## src/rtl/alu_pkg.sv

```systemverilog
// alu_pkg: shared op codes, sequencer states and slice width for the nibble-serial ALU
package alu_pkg;
    localparam int NIB_W = 4;
    localparam logic [2:0] OP_AND  = 3'b000;
    localparam logic [2:0] OP_OR   = 3'b001;
    localparam logic [2:0] OP_XOR  = 3'b010;
    localparam logic [2:0] OP_XNOR = 3'b011;
    localparam logic [2:0] OP_NOTA = 3'b100;
    localparam logic [2:0] OP_PASS = 3'b101;
    localparam logic [2:0] OP_ADD  = 3'b110;
    localparam logic [2:0] OP_SUB  = 3'b111;
    typedef enum logic [1:0] {IDLE, RUN, DONE} state_t;
endpackage

```

## src/rtl/alu4_slice.sv

```systemverilog
// alu4_slice: combinational 4-bit ALU slice; exposes the bit-3 carry-in so overflow can be formed upstream
module alu4_slice
    import alu_pkg::*;
(
    input  logic [2:0]       op,
    input  logic [NIB_W-1:0] x,
    input  logic [NIB_W-1:0] y,
    input  logic             cin,
    output logic [NIB_W-1:0] r,
    output logic             co,
    output logic             c3
);
    logic [NIB_W-1:0] yy;
    logic [3:0]       lo;
    logic [1:0]       hi;
    always_comb begin
        yy = (op == OP_SUB) ? ~y : y;
        lo = {1'b0, x[2:0]} + {1'b0, yy[2:0]} + {3'b000, cin};
        hi = {1'b0, x[3]} + {1'b0, yy[3]} + {1'b0, lo[3]};
        c3 = lo[3];
        co = hi[1];
        case (op)
            OP_AND:  r = x & y;
            OP_OR:   r = x | y;
            OP_XOR:  r = x ^ y;
            OP_XNOR: r = ~(x ^ y);
            OP_NOTA: r = ~x;
            OP_PASS: r = x;
            default: r = {hi[0], lo[2:0]};
        endcase
    end
endmodule

```

## src/rtl/alu16_seq.sv

```systemverilog
// alu16_seq: runs a 16-bit ALU op over one 4-bit slice, four nibbles LSB first, then flags the full word
module alu16_seq
    import alu_pkg::*;
(
    input  logic        clk,
    input  logic        rst,
    input  logic        start,
    input  logic [2:0]  op,
    input  logic [15:0] a,
    input  logic [15:0] b,
    output logic        busy,
    output logic        done,
    output logic [15:0] result,
    output logic        c,
    output logic        n,
    output logic        z,
    output logic        v
);
    state_t      state_q, state_d;
    logic [1:0]  idx_q, idx_d;
    logic        carry_q, carry_d;
    logic [2:0]  op_q, op_d;
    logic [15:0] a_q, a_d, b_q, b_d, result_q, result_d, full;
    logic        c_q, c_d, n_q, n_d, z_q, z_d, v_q, v_d;
    logic [NIB_W-1:0] r_s;
    logic        co_s, c3_s, arith;

    alu4_slice u_slice (
        .op  (op_q),
        .x   (a_q[{idx_q, 2'b00} +: NIB_W]),
        .y   (b_q[{idx_q, 2'b00} +: NIB_W]),
        .cin (carry_q),
        .r   (r_s),
        .co  (co_s),
        .c3  (c3_s)
    );

    assign arith = op_q[2:1] == 2'b11;
    assign full  = {r_s, result_q[11:0]};

    always_comb begin
        state_d  = state_q;
        idx_d    = idx_q;
        carry_d  = carry_q;
        op_d     = op_q;
        a_d      = a_q;
        b_d      = b_q;
        result_d = result_q;
        c_d      = c_q;
        n_d      = n_q;
        z_d      = z_q;
        v_d      = v_q;
        case (state_q)
            IDLE: if (start) begin
                state_d  = RUN;
                op_d     = op;
                a_d      = a;
                b_d      = b;
                idx_d    = 2'd0;
                carry_d  = op == OP_SUB;
                result_d = 16'h0000;
                {c_d, n_d, z_d, v_d} = 4'b0000;
            end
            RUN: begin
                result_d[{idx_q, 2'b00} +: NIB_W] = r_s;
                carry_d = co_s;
                idx_d   = idx_q + 2'd1;
                // last nibble: flags come from the completed word in the same edge
                if (idx_q == 2'd3) begin
                    state_d = DONE;
                    c_d     = arith & co_s;
                    v_d     = arith & (co_s ^ c3_s);
                    n_d     = full[15];
                    z_d     = full == 16'h0000;
                end
            end
            default: state_d = IDLE;
        endcase
    end

    always_ff @(posedge clk) begin
        if (rst) begin
            state_q  <= IDLE;
            idx_q    <= 2'd0;
            carry_q  <= 1'b0;
            op_q     <= OP_AND;
            a_q      <= 16'h0000;
            b_q      <= 16'h0000;
            result_q <= 16'h0000;
            {c_q, n_q, z_q, v_q} <= 4'b0000;
        end else begin
            state_q  <= state_d;
            idx_q    <= idx_d;
            carry_q  <= carry_d;
            op_q     <= op_d;
            a_q      <= a_d;
            b_q      <= b_d;
            result_q <= result_d;
            {c_q, n_q, z_q, v_q} <= {c_d, n_d, z_d, v_d};
        end
    end

    assign busy   = state_q != IDLE;
    assign done   = state_q == DONE;
    assign result = result_q;
    assign {c, n, z, v} = {c_q, n_q, z_q, v_q};
endmodule
```

## config.mk

```make
export PLATFORM = sky130hd
export DESIGN_NAME = alu16_seq
export DESIGN_NICKNAME = d
export VERILOG_FILES = /design/src/rtl/alu_pkg.sv /design/src/rtl/alu4_slice.sv /design/src/rtl/alu16_seq.sv
export SDC_FILE = /design/constraint.sdc
export NUM_CORES = 1
export LEC_CHECK = 0
export ABC_AREA = 1
export ABC_CLOCK_PERIOD_IN_PS = 4400
export BUFFER_PORTS_ARGS = -buffer_cell sky130_fd_sc_hd__buf_2
export CAP_MARGIN = 5
export CORE_ASPECT_RATIO = 0.5
export CORE_MARGIN = 10
export CORE_UTILIZATION = 40
export DETAILED_ROUTE_END_ITERATION = 16
export GPL_ROUTABILITY_DRIVEN = 0
export HOLD_SLACK_MARGIN = 0.02
export PLACE_DENSITY = 0.72
export SYNTH_ARGS = -nofsm -noshare
export SYNTH_HDL_FRONTEND = slang
export SYNTH_SLANG_ARGS = --single-unit
export TNS_END_PERCENT = 30
```

## constraint.sdc

```tcl
create_clock -name clk -period 4.4 [get_ports clk]
set_clock_uncertainty 0.1 [all_clocks]
set_input_delay 0.44 -clock clk [delete_from_list [all_inputs] [get_ports clk]]
set_output_delay 0.44 -clock clk [all_outputs]
set_load 0.02 [all_outputs]
```

==> flow_summary_export.csv <==
group,metric,value,unit
run_status,status,"finished clean",
clock_tree,cts_max_level,3,
logic_synthesis,syn_nets,529,
pwr,power,1.71,mW
grt,grt_first_pass_wirelength,14400,um
place,place_area,3570,um^2
drt,ant_nets,0,
final_layout,design_area,3950,um^2
logic_synthesis,ys.flop_type,"dfxtp_1",
worst_setup_path,critPathMaxFanout,9,
die,die_h,83.5,um
worst_setup_path,cp-start-kind,"register",
clock_tree,cts_setup_buffers,0,
clock_tree,cts-resized-gates,0,
logic_synthesis,yosys-top-cells-area,"dfxtp_1, nor2_1, nand2_1",
timing,fin_crit_sh,0.753,
grt,grt_max_degree,43,
timing,max_slew_margin,0.396,
timing,finalHoldViolCount,0,
clock_tree,cts_max_path_buffers,2,
grt,grt-ovfl-total,0,
logic_synthesis,avgSynthCellArea,6.81,um^2
logic_synthesis,synth_cells,474,
grt,grtUsageTotal,0.141,
pwr,share_comb_of_total_power,0.169,
pwr,p_leak,1.85,nW
logic_synthesis,synth_seq_area_share,0.372,
final_layout,utilization,0.499,
pwr,switching_share,0.263,
logic_synthesis,yosysTopAreaCell,"dfxtp_1",
worst_setup_path,crit_required,4500,ps
die,start_util,0.408,
logic_synthesis,synthDistinctLibCells,33,
final_layout,fillerInstances,814,
drt,drt_iter0_drc,247,
clock_tree,cts_sinks,60,
final_layout,antennaDiodeCount,0,
run,drv_cap,0,
logic_synthesis,async_flop_share,0,
clock_tree,tritoncts,"done",
logic_synthesis,synth_edf_count,0,
final_layout,syn_to_final_growth,22.4,%
worst_setup_path,endpoint_kind,"register",
clock_tree,cts_buffers,9,
pwr,p_per_area,432,nW/um^2
drt,post-route-drc-count,0,
logic_synthesis,ys_seq_elements,60,
pwr,power.switching,0.449,mW
logic_synthesis,synthMostInstantiatedCell,"nor2_1",
grt,grt_pass1_vias,3001,
drt,totalWireLength,8530,um
drt,routed_via_density,4.85,
timing,final-setup-viol-count,0,
timing,fmax,302,MHz
die,ioPinCount,60,
place,dp_hpwl,6370,um
pwr,clockPowerShare,0.481,
drt,vias,3129,
place,port_buffers,59,
grt,antenna_found_initial,0,
drt,first_pass_iters,5,
timing,rsz0062_at_grt,"no",
clock_tree,clock_latency,330,ps
timing,drv_slew,0,
die,design.core.area,7910,um^2
timing,fin_crit,3310,ps
final_layout,finalNetCount,583,
logic_synthesis,synth_area,3230,um^2
logic_synthesis,yosysWarnings,0,
hold_path,min_path_type,"in -> reg",
clock_tree,clk_pin_slew,50,ps
die,fp.dieW,147,um
worst_setup_path,critical_path_class,"reg -> reg",
die,dieArea,12300,um^2
pwr,seqPwrFrac,0.350,
timing,fin_setup_tns,0,ps
worst_setup_path,crit_arrival,3410,ps
die,num_rows,23,
logic_synthesis,yosysTopAreaCellShare,0.372,
logic_synthesis,synth_common_cells,"nor2_1, nand2_1, dfxtp_1, o21ai_0, nand3_1",
clock_tree,clock-root-buffer,"clkbuf_16",
pwr,cellInternalPower,1.26,mW
pwr,irDropWorstVdd,187,uV
final_layout,drive_gt1_frac,0.182,
timing,worst_slew_pin_slew,905,ps
drt,wl_per_cell,13.2,um
clock_tree,ctsHoldBuffers,0,
==> cells in the final DEF (no fill, tap or decap), types with 2 or more instances in the layout <==
cell and count:
fa_1 3, nand2_1 93, xnor2_1 4, a21oi_1 16
or2_2 2, buf_2 59, dfxtp_1 60, clkbuf_8 2
nand4_1 6, inv_2 4, nand3_1 39, clkbuf_16 9
nor2_1 109, nand3_2 3, inv_1 38, o21ai_0 42
o21a_1 4, nand2_2 4, buf_4 2, ha_1 14
bufinv_16 3, clkinv_1 2
==> sequential cells by signal, summed over array words and instances, names as in the netlist <==
name     flops
z            1
b_q         16
carry_q      1
op_q         3
a_q         16
c            1
idx_q        2
n            1
v            1
result      16
state_q      2
==> through the flow <==
stage	hold slack, ps	std cells	worst slack [ps]
after CTS	254	644	1130
after global placement	350	628	1290
final	257	645	1090
after global routing	267	645	883
after floorplan	355	474	1460
after detailed placement	358	628	1180
==> critical path: stages, from the launching register on <==
cell	delay, ps
dfxtp_1	500
nand2_1	250
nor2_1	380
xnor2_1	150
ha_1	370
a21o_1	140
a31o_2	130
inv_1	70
fa_1	530
inv_1	40
nor2_1	160
inv_1	70
nand4_1	110
nor2_1	50
nor2_1	80
nor2_1	50
==> kinds of logic (layout without fill, tap and decap cells) <==
family / Yosys count / count (layout) / share of synthesized area
and+or+nand+nor: 262 / 262 / 0.346
AOI/OAI and AO/OA: 67 / 67 / 0.111
DFF: 60 / 60 / 0.372
buffers and inverters: 63 / 122 / 0.0841
xor gates and xnor gates: 5 / 5 / 0.0136
adders and majority gates: 17 / 17 / 0.0728
==> worst paths after layout <==
check	from	slack, ps	endpoint	depth (start not counted)
max	op_q[1]	1090	result[7]	15
min	b[14]	260	b_q[14]	3
max reg2reg	op_q[1]	1090	result[7]	15
min reg2reg	c	360	c	2
==> area by class of cell <==
class,instances,area [um^2],share of cell area
Clock inverter,4,95.1,0.0241
Timing Repair Buffer,62,338,0.0855
Sequential cell,60,1200,0.304
Multi-Input combinational cell,351,1760,0.444
Clock buffer,12,256,0.0649
Inverter,44,165,0.0418
Tap cell,112,140,0.0355
==> metal layers <==
layer / wire [um] / global-route usage / up-vias
met5: 0 / 0 / -
met3: 699 / 0.0509 / 7
li1: - / - / 1616
met4: 80 / 0.0501 / 0
met2: 4090 / 0.226 / 95
met1: 3650 / 0.170 / 1411
==> power groups by stage <==
stage	Combinational, mW	Sequential (mW)	Clock, mW
after global routing	0.331	0.603	0.863
after floorplan	0.208	0.607	0
after global placement	0.274	0.609	0
final	0.289	0.599	0.821
after detailed placement	0.281	0.610	0
after CTS	0.283	0.599	0.835
(Power assumes the default switching activity.)
